### src/rtl/ex_muldiv_pkg.sv
// ex_muldiv_pkg: shared constants and helpers for the RV32M multiply/divide unit.
//   - M-extension opcode / funct7 / funct3 codes (INST_MUL .. INST_REMU)
//   - FSM state encoding
//   - conditional two's-complement negation helpers
package ex_muldiv_pkg;

  localparam logic [6:0] INST_OPCODE_OP     = 7'b0110011;
  localparam logic [6:0] INST_FUNCT7_MULDIV = 7'b0000001;

  localparam logic [2:0] INST_MUL    = 3'b000;
  localparam logic [2:0] INST_MULH   = 3'b001;
  localparam logic [2:0] INST_MULHSU = 3'b010;
  localparam logic [2:0] INST_MULHU  = 3'b011;
  localparam logic [2:0] INST_DIV    = 3'b100;
  localparam logic [2:0] INST_DIVU   = 3'b101;
  localparam logic [2:0] INST_REM    = 3'b110;
  localparam logic [2:0] INST_REMU   = 3'b111;

  typedef enum logic [1:0] {
    ST_IDLE = 2'd0,
    ST_CALC = 2'd1,
    ST_DONE = 2'd2
  } muldiv_state_e;

  // Negate a 32-bit value when neg is set.
  function automatic logic [31:0] cond_neg32(input logic [31:0] v, input logic neg);
    return neg ? (~v + 32'd1) : v;
  endfunction

  // Negate a 64-bit value when neg is set.
  function automatic logic [63:0] cond_neg64(input logic [63:0] v, input logic neg);
    return neg ? (~v + 64'd1) : v;
  endfunction

endpackage

### src/rtl/gen_dff_set.sv
// gen_dff_set: parametrised D flip-flop whose synchronous reset loads SET_VAL.
//   clk  : rising-edge clock
//   rst  : synchronous, active-high reset (loads SET_VAL)
//   d_i  : next value
//   q_o  : registered value
module gen_dff_set #(
  parameter int            DW      = 32,
  parameter logic [DW-1:0] SET_VAL = {DW{1'b0}}
) (
  input  logic          clk,
  input  logic          rst,
  input  logic [DW-1:0] d_i,
  output logic [DW-1:0] q_o
);

  logic [DW-1:0] q_q;

  // storage register with synchronous set
  always_ff @(posedge clk) begin
    if (rst) begin
      q_q <= SET_VAL;
    end else begin
      q_q <= d_i;
    end
  end

  assign q_o = q_q;

endmodule

### src/rtl/muldiv_iter.sv
// muldiv_iter: radix-2 iterative datapath shared by multiply and divide.
//   clk, rst     : clock, synchronous active-high reset
//   load_i       : load magnitudes (acc = {0, a_i}, operand = b_i)
//   step_i       : perform one iteration
//   is_div_i     : 1 = restoring divide step, 0 = shift-add multiply step
//   a_i, b_i     : operand magnitudes (multiplier/dividend, multiplicand/divisor)
//   acc_next_o   : accumulator value after the current step (combinational)
// Multiply: acc = {partial_hi, multiplier}; after XLEN steps acc = product.
// Divide:   acc = {remainder, dividend/quotient}; after XLEN steps
//           acc[2*XLEN-1:XLEN] = remainder and acc[XLEN-1:0] = quotient.
module muldiv_iter #(
  parameter int XLEN = 32
) (
  input  logic              clk,
  input  logic              rst,
  input  logic              load_i,
  input  logic              step_i,
  input  logic              is_div_i,
  input  logic [XLEN-1:0]   a_i,
  input  logic [XLEN-1:0]   b_i,
  output logic [2*XLEN-1:0] acc_next_o
);

  logic [2*XLEN-1:0] acc_q, acc_d;
  logic [XLEN-1:0]   b_q, b_d;
  logic [XLEN:0]     add_sum;
  logic [XLEN:0]     shifted;
  logic [XLEN:0]     diff;
  logic [2*XLEN-1:0] step_val;

  // one iteration of either algorithm, plus load/step selection
  always_comb begin
    add_sum  = {1'b0, acc_q[2*XLEN-1:XLEN]} + (acc_q[0] ? {1'b0, b_q} : {(XLEN+1){1'b0}});
    // 33-bit partial remainder: old remainder shifted left with next dividend bit
    shifted  = acc_q[2*XLEN-1:XLEN-1];
    diff     = shifted - {1'b0, b_q};
    step_val = acc_q;
    if (is_div_i) begin
      if (!diff[XLEN]) begin
        step_val = {diff[XLEN-1:0], acc_q[XLEN-2:0], 1'b1};
      end else begin
        step_val = {shifted[XLEN-1:0], acc_q[XLEN-2:0], 1'b0};
      end
    end else begin
      step_val = {add_sum, acc_q[XLEN-1:1]};
    end

    acc_d = acc_q;
    b_d   = b_q;
    if (load_i) begin
      acc_d = {{XLEN{1'b0}}, a_i};
      b_d   = b_i;
    end else if (step_i) begin
      acc_d = step_val;
    end else begin
      acc_d = acc_q;
    end
  end

  // accumulator and operand registers
  always_ff @(posedge clk) begin
    if (rst) begin
      acc_q <= {(2*XLEN){1'b0}};
      b_q   <= {XLEN{1'b0}};
    end else begin
      acc_q <= acc_d;
      b_q   <= b_d;
    end
  end

  assign acc_next_o = step_val;

endmodule

### src/rtl/ex_muldiv.sv
// ex_muldiv: iterative RV32M multiply/divide unit on the execute side of ID/EX.
//   clk, rst         : clock, synchronous active-high reset
//   start_i          : M-extension request present in EX
//   funct3_i         : operation select (MUL..REMU)
//   op1_i, op2_i     : rs1 / rs2 values
//   rd_addr_i        : destination register
//   flush_i          : abort current operation, return to IDLE
//   hold_o           : stall request to IF/ID and ID/EX
//   busy_o           : operation in flight
//   valid_o          : one-cycle result pulse
//   result_o         : result (registered, 0 outside DONE)
//   rd_addr_o        : destination of result (registered, 0 outside DONE)
//   reg_wen_o        : register write enable, same as valid_o
module ex_muldiv
  import ex_muldiv_pkg::*;
#(
  parameter int XLEN = 32,
  parameter int ITER = 32
) (
  input  logic            clk,
  input  logic            rst,
  input  logic            start_i,
  input  logic [2:0]      funct3_i,
  input  logic [XLEN-1:0] op1_i,
  input  logic [XLEN-1:0] op2_i,
  input  logic [4:0]      rd_addr_i,
  input  logic            flush_i,
  output logic            hold_o,
  output logic            busy_o,
  output logic            valid_o,
  output logic [XLEN-1:0] result_o,
  output logic [4:0]      rd_addr_o,
  output logic            reg_wen_o
);

  muldiv_state_e state_q, state_d;
  logic [4:0]    cnt_q, cnt_d;
  logic [2:0]    funct3_q, funct3_d;
  logic [4:0]    rd_q, rd_d;
  logic          neg_q, neg_d;

  logic          accept;
  logic          is_div;
  logic          sign1, sign2;
  logic [31:0]   mag1, mag2;
  logic          neg_cap;
  logic          div_zero, div_ovf;
  logic [31:0]   special_res;
  logic [63:0]   acc_next;
  logic [63:0]   prod;
  logic [31:0]   calc_res;
  logic [31:0]   res_d;
  logic [4:0]    rdo_d;
  logic          valid_d;
  logic          valid_q;

  assign accept = (state_q == ST_IDLE) && start_i && !flush_i;
  assign is_div = funct3_i[2];

  // operand signedness, magnitudes, result sign and special divide cases
  always_comb begin
    // divides: DIV/REM signed; multiplies: op1 signed unless MULHU, op2 signed for MUL/MULH
    if (is_div) begin
      sign1 = !funct3_i[0] && op1_i[31];
      sign2 = !funct3_i[0] && op2_i[31];
    end else begin
      sign1 = (funct3_i != INST_MULHU) && op1_i[31];
      sign2 = !funct3_i[1] && op2_i[31];
    end
    mag1 = cond_neg32(op1_i, sign1);
    mag2 = cond_neg32(op2_i, sign2);
    // remainder takes the dividend's sign; product/quotient take the xor
    if (is_div && funct3_i[1]) begin
      neg_cap = sign1;
    end else begin
      neg_cap = sign1 ^ sign2;
    end
    div_zero = is_div && (op2_i == 32'h0000_0000);
    div_ovf  = is_div && !funct3_i[0] && (op1_i == 32'h8000_0000) && (op2_i == 32'hFFFF_FFFF);
    if (div_zero) begin
      special_res = funct3_i[1] ? op1_i : 32'hFFFF_FFFF;
    end else begin
      special_res = funct3_i[1] ? 32'h0000_0000 : 32'h8000_0000;
    end
  end

  muldiv_iter #(.XLEN(XLEN)) u_iter (
    .clk        (clk),
    .rst        (rst),
    .load_i     (accept),
    .step_i     (state_q == ST_CALC),
    .is_div_i   (funct3_q[2]),
    .a_i        (mag1),
    .b_i        (mag2),
    .acc_next_o (acc_next)
  );

  // final result from the last iteration's accumulator, sign-corrected
  always_comb begin
    prod = cond_neg64(acc_next, neg_q);
    if (funct3_q[2]) begin
      if (funct3_q[1]) begin
        calc_res = cond_neg32(acc_next[63:32], neg_q);
      end else begin
        calc_res = cond_neg32(acc_next[31:0], neg_q);
      end
    end else if (funct3_q == INST_MUL) begin
      calc_res = prod[31:0];
    end else begin
      calc_res = prod[63:32];
    end
  end

  // next-state logic, operand capture and output register inputs
  always_comb begin
    state_d  = state_q;
    cnt_d    = cnt_q;
    funct3_d = funct3_q;
    rd_d     = rd_q;
    neg_d    = neg_q;
    res_d    = 32'h0000_0000;
    rdo_d    = 5'd0;
    valid_d  = 1'b0;
    if (flush_i) begin
      state_d = ST_IDLE;
    end else begin
      case (state_q)
        ST_IDLE: begin
          if (start_i) begin
            funct3_d = funct3_i;
            rd_d     = rd_addr_i;
            neg_d    = neg_cap;
            cnt_d    = 5'd0;
            if (div_zero || div_ovf) begin
              state_d = ST_DONE;
              res_d   = special_res;
              rdo_d   = rd_addr_i;
              valid_d = 1'b1;
            end else begin
              state_d = ST_CALC;
            end
          end else begin
            state_d = ST_IDLE;
          end
        end
        ST_CALC: begin
          cnt_d = cnt_q + 5'd1;
          if (cnt_q == 5'(ITER - 1)) begin
            state_d = ST_DONE;
            res_d   = calc_res;
            rdo_d   = rd_q;
            valid_d = 1'b1;
          end else begin
            state_d = ST_CALC;
          end
        end
        ST_DONE: begin
          state_d = ST_IDLE;
        end
        default: begin
          state_d = ST_IDLE;
        end
      endcase
    end
  end

  // FSM and captured-operation registers
  always_ff @(posedge clk) begin
    if (rst) begin
      state_q  <= ST_IDLE;
      cnt_q    <= 5'd0;
      funct3_q <= 3'b000;
      rd_q     <= 5'd0;
      neg_q    <= 1'b0;
    end else begin
      state_q  <= state_d;
      cnt_q    <= cnt_d;
      funct3_q <= funct3_d;
      rd_q     <= rd_d;
      neg_q    <= neg_d;
    end
  end

  gen_dff_set #(.DW(32), .SET_VAL(32'h0000_0000)) u_res_dff (
    .clk (clk), .rst (rst), .d_i (res_d), .q_o (result_o)
  );

  gen_dff_set #(.DW(5), .SET_VAL(5'd0)) u_rd_dff (
    .clk (clk), .rst (rst), .d_i (rdo_d), .q_o (rd_addr_o)
  );

  gen_dff_set #(.DW(1), .SET_VAL(1'b0)) u_valid_dff (
    .clk (clk), .rst (rst), .d_i (valid_d), .q_o (valid_q)
  );

  // a flush arriving while DONE is shown kills the write-back
  assign valid_o   = valid_q && !flush_i;
  assign reg_wen_o = valid_q && !flush_i;
  assign hold_o    = accept || (state_q == ST_CALC);
  assign busy_o    = (state_q != ST_IDLE);

endmodule

### config.mk
export PLATFORM = sky130hd
export DESIGN_NAME = ex_muldiv
export DESIGN_NICKNAME = d
export VERILOG_FILES = /design/src/rtl/ex_muldiv_pkg.sv /design/src/rtl/gen_dff_set.sv /design/src/rtl/muldiv_iter.sv /design/src/rtl/ex_muldiv.sv
export SDC_FILE = /design/constraint.sdc
export NUM_CORES = 1
export LEC_CHECK = 0
export ABC_CLOCK_PERIOD_IN_PS = 14000
export BUFFER_PORTS_ARGS = -buffer_cell sky130_fd_sc_hd__clkbuf_2
export CAP_MARGIN = 20
export CELL_PAD_IN_SITES_DETAIL_PLACEMENT = 0
export CELL_PAD_IN_SITES_GLOBAL_PLACEMENT = 1
export CORE_MARGIN = 1.5
export CORE_UTILIZATION = 34
export DETAILED_ROUTE_END_ITERATION = 12
export PLACE_DENSITY = 0.62
export SYNTH_ARGS = -nofsm -noshare
export SYNTH_HDL_FRONTEND = slang
export SYNTH_SLANG_ARGS = --single-unit
### constraint.sdc
create_clock -name clk -period 14 [get_ports clk]
set_clock_uncertainty 0.15 [all_clocks]
set_input_delay 2.1 -clock clk [delete_from_list [all_inputs] [get_ports clk]]
set_output_delay 2.1 -clock clk [all_outputs]
set_load 0.1 [all_outputs]
After elaboration in Yosys (flattened, before gate mapping)
Cells that the tools add are included.
{"block": "totals", "word_cells": 96, "ram_bits": 0, "regBits": 150, "n_memories": 0, "output_inout_bits": 41, "in_bits": 76, "latch_bits": 0, "romBits": 0}
{"block": "classes", "bitwise": 7, "n_addsub": 8, "order_cmp": 0, "shift": 0, "n_mux": 37, "n_mul": 0, "div_mod_pow": 0, "reduce_logical": 27, "eq_ne": 6}
{"cell": "32-bit 2-to-1 mux", "count": 16}
{"cell": "64-bit 2-to-1 mux", "count": 3}
{"cell": "32-bit by 1-bit adder with 32-bit output, second input constant", "count": 4}
{"cell": "32-bit NOT", "count": 4}
{"cell": "64-bit by 1-bit adder with 64-bit output, second input constant", "count": 1}
{"cell": "32-bit equality test, second input constant", "count": 2}
{"cell": "64-bit NOT", "count": 1}
{"cell": "32-bit one-hot mux with 2 select lines", "count": 1}
{"cell": "32-bit by 32-bit adder with 33-bit output", "count": 1}
{"cell": "33-bit by 32-bit subtractor with 33-bit output", "count": 1}
{"cell": "32-bit logical NOT", "count": 1}
{"cell": "5-bit 2-to-1 mux", "count": 4}
{"cell": "5-bit one-hot mux with 2 select lines", "count": 2}
{"cell": "1-bit logical AND", "count": 12}
{"cell": "1-bit 2-to-1 mux", "count": 6}
{"cell": "2-bit 2-to-1 mux", "count": 3}
{"cell": "3-bit AND reduction", "count": 2}
{"cell": "2-bit nonzero test", "count": 3}
{"cell": "5-bit by 1-bit adder with 5-bit output, second input constant", "count": 1}
{"cell": "5-bit equality test, second input constant", "count": 1}
{"cell": "2-bit one-hot mux with 2 select lines", "count": 1}
{"cell": "2-bit OR reduction", "count": 2}
{"cell": "1-bit logical NOT", "count": 3}
{"cell": "3-bit logical NOT", "count": 1}
{"cell": "other kinds (8)", "count": 9}

Logic depth before layout (Yosys ltp)
{"block": "depth", "word_depth": 10, "depth_mapped": 23, "depth_no_buf": 20}

Hierarchy
From an unflattened synthesis, not the netlist that was laid out.
{"block": "hier_totals", "cells_unflattened": 2166, "hier_area_um2": 15557.4}
{"mod": "muldiv_iter", "area_each_um2": 8607.0, "seq_area_each_um2": 1921.8, "n_inst": 1, "cells_each": 1164}
{"mod": "ex_muldiv", "area_each_um2": 5921.9, "seq_area_each_um2": 320.3, "n_inst": 1, "cells_each": 923}
{"mod": "gen_dff_set (u_res_dff)", "area_each_um2": 863.3, "seq_area_each_um2": 640.6, "n_inst": 1, "cells_each": 67}
{"mod": "gen_dff_set (u_rd_dff)", "area_each_um2": 131.4, "seq_area_each_um2": 100.1, "n_inst": 1, "cells_each": 10}
{"mod": "gen_dff_set (u_valid_dff)", "area_each_um2": 33.8, "seq_area_each_um2": 20.0, "n_inst": 1, "cells_each": 2}

Least setup slack after synthesis
No wires, ideal clock.
{"block": "synth_path", "kind": "input to output", "start": "input port flush_i", "end": "output port valid_o", "cell_stages": 2, "t_arrival_ns": 3.965, "path_slack_ns": 7.785, "required_time_ns": 11.750, "n_path_buf": 1, "cell_sequence": "nor2b_1 -> buf_4"}
{"block": "synth_via", "elab_chain_len": 2}
{"item": "start, declared", "line": "ex_muldiv.sv:27", "text": "input logic flush_i,"}
{"item": "1-bit logical NOT", "line": "ex_muldiv.sv:197", "text": "assign valid_o = valid_q && !flush_i;"}
{"item": "1-bit logical AND", "line": "ex_muldiv.sv:197"}
{"item": "end, declared", "line": "ex_muldiv.sv:30", "text": "output logic valid_o,"}
No other way between the ends.

Worst setup path after layout
{"block": "layout_path", "start": "register u_iter.acc_q[31]", "end": "register u_res_dff.q_q[22] (netlist: u_res_dff.q_o[22])"}
{"block": "layout_via", "elab_chain_len": 10, "word_cells_on_any_way": 17, "cone_classes": "add/sub (4); mux (10); bitwise (3)"}
{"item": "start, declared", "line": "muldiv_iter.sv:24", "text": "logic [2*XLEN-1:0] acc_q, acc_d;"}
{"item": "start signal, assigned", "line": "muldiv_iter.sv:63", "text": "acc_q <= {(2*XLEN){1'b0}};"}
{"item": "33-bit by 32-bit subtractor with 33-bit output", "line": "muldiv_iter.sv:36", "text": "diff = shifted - {1'b0, b_q};"}
{"item": "64-bit 2-to-1 mux", "line": "muldiv_iter.sv:39", "text": "if (!diff[XLEN]) begin"}
{"item": "64-bit 2-to-1 mux (*)", "line": "muldiv_iter.sv:38", "text": "if (is_div_i) begin"}
{"item": "64-bit NOT / 32-bit NOT (equally long branches)", "line": "ex_muldiv_pkg.sv:32, ex_muldiv_pkg.sv:27"}
{"item": "64-bit by 1-bit adder with 64-bit output / 32-bit by 1-bit adder with 32-bit output (equally long branches)", "line": "ex_muldiv_pkg.sv:32, ex_muldiv_pkg.sv:27"}
{"item": "64-bit 2-to-1 mux / 32-bit 2-to-1 mux (equally long branches)", "line": "ex_muldiv_pkg.sv:32, ex_muldiv_pkg.sv:27"}
{"item": "32-bit 2-to-1 mux (on tied branches)", "line": "ex_muldiv.sv:107, ex_muldiv.sv:102"}
{"item": "32-bit 2-to-1 mux (*)", "line": "ex_muldiv.sv:101", "text": "if (funct3_q[2]) begin"}
{"item": "32-bit 2-to-1 mux (*)", "line": "ex_muldiv.sv:148", "text": "if (cnt_q == 5'(ITER - 1)) begin"}
{"item": "32-bit one-hot mux with 2 select lines (*)", "line": "ex_muldiv.sv:127", "text": "case (state_q)"}
{"item": "end signal, assigned", "line": "gen_dff_set.sv:23", "text": "q_q <= d_i;"}
{"item": "end, declared", "line": "gen_dff_set.sv:16", "text": "logic [DW-1:0] q_q;"}
Every way passes the cells marked *; elsewhere a longest branch is shown, timed or not.
A chain may end at the register's enable or synchronous reset.

==> impl_metrics.py <==
metrics = {
    "die": {
        "fp-row-count": 76,
        "ios": 117,
        "initial_core_util_pct": 34.53,
        "die_h_um": 212.4,
        "dieWidth_um": 212.4,
        "coreArea_um2": 43170,
        "dieArea_um2": 45110,
    },
    "synthesis": {
        "synthMuxAreaShare_pct": 4.062,
        "synth_xor_area_share_pct": 8.636,
        "synthArstFlopShare_pct": 0,
        "synth_area_per_cell_um2": 7.185,
        "syn_inst": 2075,
        "yosys.area_share.adder_pct": 6.227,
        "synth_fp_nets": 2224,
        "ys_types": 96,
        "synth_compound_area_share_pct": 30.59,
        "synth_seq_cells": 149,
        "synth_top_family_by_area": "compound AO/OA/AOI/OAI gates",
        "synth_top_flop_cell": "dfxtp_1",
        "synth-warning-count": 0,
        "synth_edf_count": 0,
        "synthSimpleGateAreaFrac_pct": 25.31,
        "mappedNetlistArea_um2": 14910,
        "yosysSeqAreaShare_pct": 20.01,
    },
    "hold_path": {
        "hp-class": "register to register",
    },
    "clock_tree": {
        "cts_made_buffers": 17,
        "cts_hold_buf": 0,
        "cts-root-buf": "clkbuf_16",
        "h-tree-depth": 4,
        "clk_pin_slew_ns": 0.07,
        "cts_resized": 0,
        "cts.sinks": 149,
        "tritoncts": "yes",
        "postCtsSetupRepairBufs": 0,
        "clk_path_buf_depth": 2,
        "worstSkewPairLatency_ns": 0.49,
    },
    "power_and_ir_drop": {
        "comb_power_share_pct": 36.2,
        "p_leak_nw": 6.340,
        "intPower_mw": 0.8986,
        "ir_drop_mv": 0.09397,
        "power.density_nw_per_um2": 90.20,
        "switchingPower_mw": 0.5955,
        "p_clk_share_pct": 32.7,
        "pwr-share-seq_pct": 31.1,
        "p_sw_share_pct": 39.86,
    },
    "global_routing": {
        "antenna_found_initial": 0,
        "track_usage_pct": 29.19,
        "grt_max_degree": 82,
        "grt_pass1_wl_um": 98120,
        "gr-total-overflow": 0,
        "grt_pass1_vias": 15150,
    },
    "run_status": {
        "status": "complete, no violations",
    },
    "sta": {
        "period_needed_ns": 6.378,
        "max_freq_mhz": 156.8,
        "max_slew_margin_pct": 29.12,
        "timing_hold_violations_final": 0,
        "fin_tns_setup_ns": 0,
        "finalSetupViolCount": 0,
        "tightest_slew_ns": 1.063,
        "rsz0062_at_grt": "no",
        "maxSlewViolCount": 0,
        "fin_crit_sh_pct": 45.56,
    },
    "route": {
        "via_count": 16260,
        "drt_iter0_drc": 1445,
        "ant_nets": 0,
        "drc": 0,
        "vias_per_cell": 5.984,
        "dr.pass1.iters": 7,
        "routed_wl_um": 65160,
        "wl_per_cell_um": 23.97,
    },
    "place": {
        "dp.cells": 2686,
        "routabilityCongestion": 0.9689,
        "dp_hpwl_um": 50800,
        "port-buffer-count": 116,
    },
    "setup_path": {
        "worstSetupEndpointType": "register",
        "cp_max_fo": 17,
        "crit_type": "register to register",
        "worstPathArrival_ns": 6.61,
        "crit_path_start_kind": "register",
        "required_ns": 14.23,
    },
    "layout": {
        "seq_area_um2": 2988,
        "fin_cells": 2718,
        "fillers": 4651,
        "syn_to_final_growth_pct": 11.11,
        "multiInputGateArea_um2": 11180,
        "fin_util_pct": 38.37,
        "nNetsFinal": 2269,
        "drive_above_1_share_pct": 11.68,
    },
    "run": {
        "cap_violations": 0,
    },
}
==> cells by family (layout without fill, tap and decap cells) <==
| family | count (synthesis) | in the layout |
|---|---|---|
| AND/OR/NAND/NOR | 779 | 779 |
| AO/OA/AOI/OAI | 680 | 680 |
| buffers and inverters | 190 | 247 |
| flip-flops | 149 | 149 |
| XOR/XNOR | 147 | 147 |
| adder cells (fa/ha/maj) | 73 | 73 |
| multiplexers | 57 | 57 |
| other | 0 | 1 |
==> metrics by stage <==
stage               area, um^2  worst slack (ns)  hold WS, ns  power, mW
global placement         15970             7.806       0.2931      1.003
global route             16560             7.189       0.3414      1.572
detailed placement       15970             7.813       0.3019      1.003
finish                   16560             7.622       0.3130      1.494
CTS                      16560             7.736       0.3111      1.499
floorplan                14910             7.785       0.2868     0.8357
==> Yosys cell counts (all sizes together), types with 37 or more instances <==
master,number,area share [%]
nor2,238,6.0
inv,70,1.8
nor3,48,1.6
and2,43,1.8
mux2i,38,2.6
nand2,210,5.3
a21oi,194,6.6
ha,71,6.0
xnor2,80,4.7
o21ai,149,5.0
xor2,67,3.9
buf,37,1.3
a211oi,57,3.0
nand3,42,1.4
clkbuf,83,2.1
dfxtp,149,20
nand4,38,1.6
==> cell usage in the layout (no fill, tap or decap), drive strengths merged, types with 10 or more instances in the layout <==
| cell type | synthesis | final |
|---|---|---|
| a211oi | 57 | 57 |
| a21boi | 13 | 13 |
| a21o | 27 | 27 |
| a21oi | 194 | 194 |
| a221oi | 30 | 30 |
| a22oi | 17 | 17 |
| a311oi | 10 | 10 |
| a31oi | 18 | 18 |
| and2 | 43 | 43 |
| buf | 37 | 30 |
| clkbuf | 83 | 135 |
| dfxtp | 149 | 149 |
| ha | 71 | 71 |
| inv | 70 | 71 |
| mux2 | 18 | 18 |
| mux2i | 38 | 38 |
| nand2 | 210 | 210 |
| nand2b | 24 | 24 |
| nand3 | 42 | 42 |
| nand4 | 38 | 38 |
| nor2 | 238 | 238 |
| nor2b | 26 | 26 |
| nor3 | 48 | 48 |
| nor3b | 11 | 11 |
| nor4 | 14 | 14 |
| o211ai | 23 | 23 |
| o21a | 14 | 14 |
| o21ai | 149 | 149 |
| o221ai | 11 | 11 |
| o31ai | 31 | 31 |
| o41ai | 10 | 10 |
| or2 | 12 | 12 |
| or3 | 26 | 26 |
| or4 | 11 | 11 |
| xnor2 | 80 | 80 |
| xor2 | 67 | 67 |
==> state kept, by name, summed over array words and instances (netlist names) <==
| signal | count |
|---|---|
| u_iter.acc_q | 64 |
| u_iter.b_q | 32 |
| u_res_dff.q_o | 32 |
| cnt_q | 5 |
| rd_q | 5 |
| u_rd_dff.q_o | 5 |
| funct3_q | 3 |
| state_q | 2 |
| neg_q | 1 |
==> final timing paths <==
| check | start | to | slack (ns) | cells after the start |
|---|---|---|---|---|
| min reg2reg | rd_q[1] | rd_q[1] | 0.31 | 2 |
| max reg2reg | u_iter.acc_q[31] | u_res_dff.q_o[22] | 7.62 | 21 |
| max | u_iter.acc_q[31] | u_res_dff.q_o[22] | 7.62 | 21 |
| min | rd_q[1] | rd_q[1] | 0.31 | 2 |
==> layout make-up <==
type,count,area share (%)
clock buffer,19,2.613
clock inverter,12,0.9517
inverter,70,1.586
tap,585,4.419
multi-input combinational,1736,67.51
sequential,149,18.04
antenna,1,0.01511
timing repair buffer,146,4.864
==> power groups by stage <==
stage                     sequential, mW  combinational [mW]  clock [mW]
after floorplan                    0.463               0.373           0
after global routing               0.467               0.586       0.518
after global placement             0.474               0.529           0
after detailed placement           0.474               0.529           0
final                              0.465               0.541       0.489
after CTS                          0.464               0.532       0.502
==> routing by layer <==
metal | up-vias | global-route usage [%] | wire (um)
met1 | 7863 | 42.17 | 31320
li1 | 7711 | - | -
met3 | 82 | 4.579 | 4202
met5 | - | 0 | 0
met2 | 608 | 43.86 | 28040
met4 | 0 | 9.464 | 1603
==> worst max-delay path: stages (launching register included) <==
cell	delay (ns)
dfxtp_1	0.38
inv_1	0.06
ha_1	0.20
fa_1	0.41
nand2b_1	0.20
a21oi_2	0.24
o21ai_1	0.23
a211oi_2	0.44
o31ai_4	0.13
buf_4	0.25
a31oi_4	0.33
ha_1	0.29
o21ai_0	0.19
nor4_1	0.38
nand3_1	0.33
or2_2	0.44
o21ai_0	0.48
and3_1	0.24
o32a_1	0.13
o221ai_1	0.10
a311o_1	0.38
a21oi_1	0.26
(Power assumes the default switching activity.)
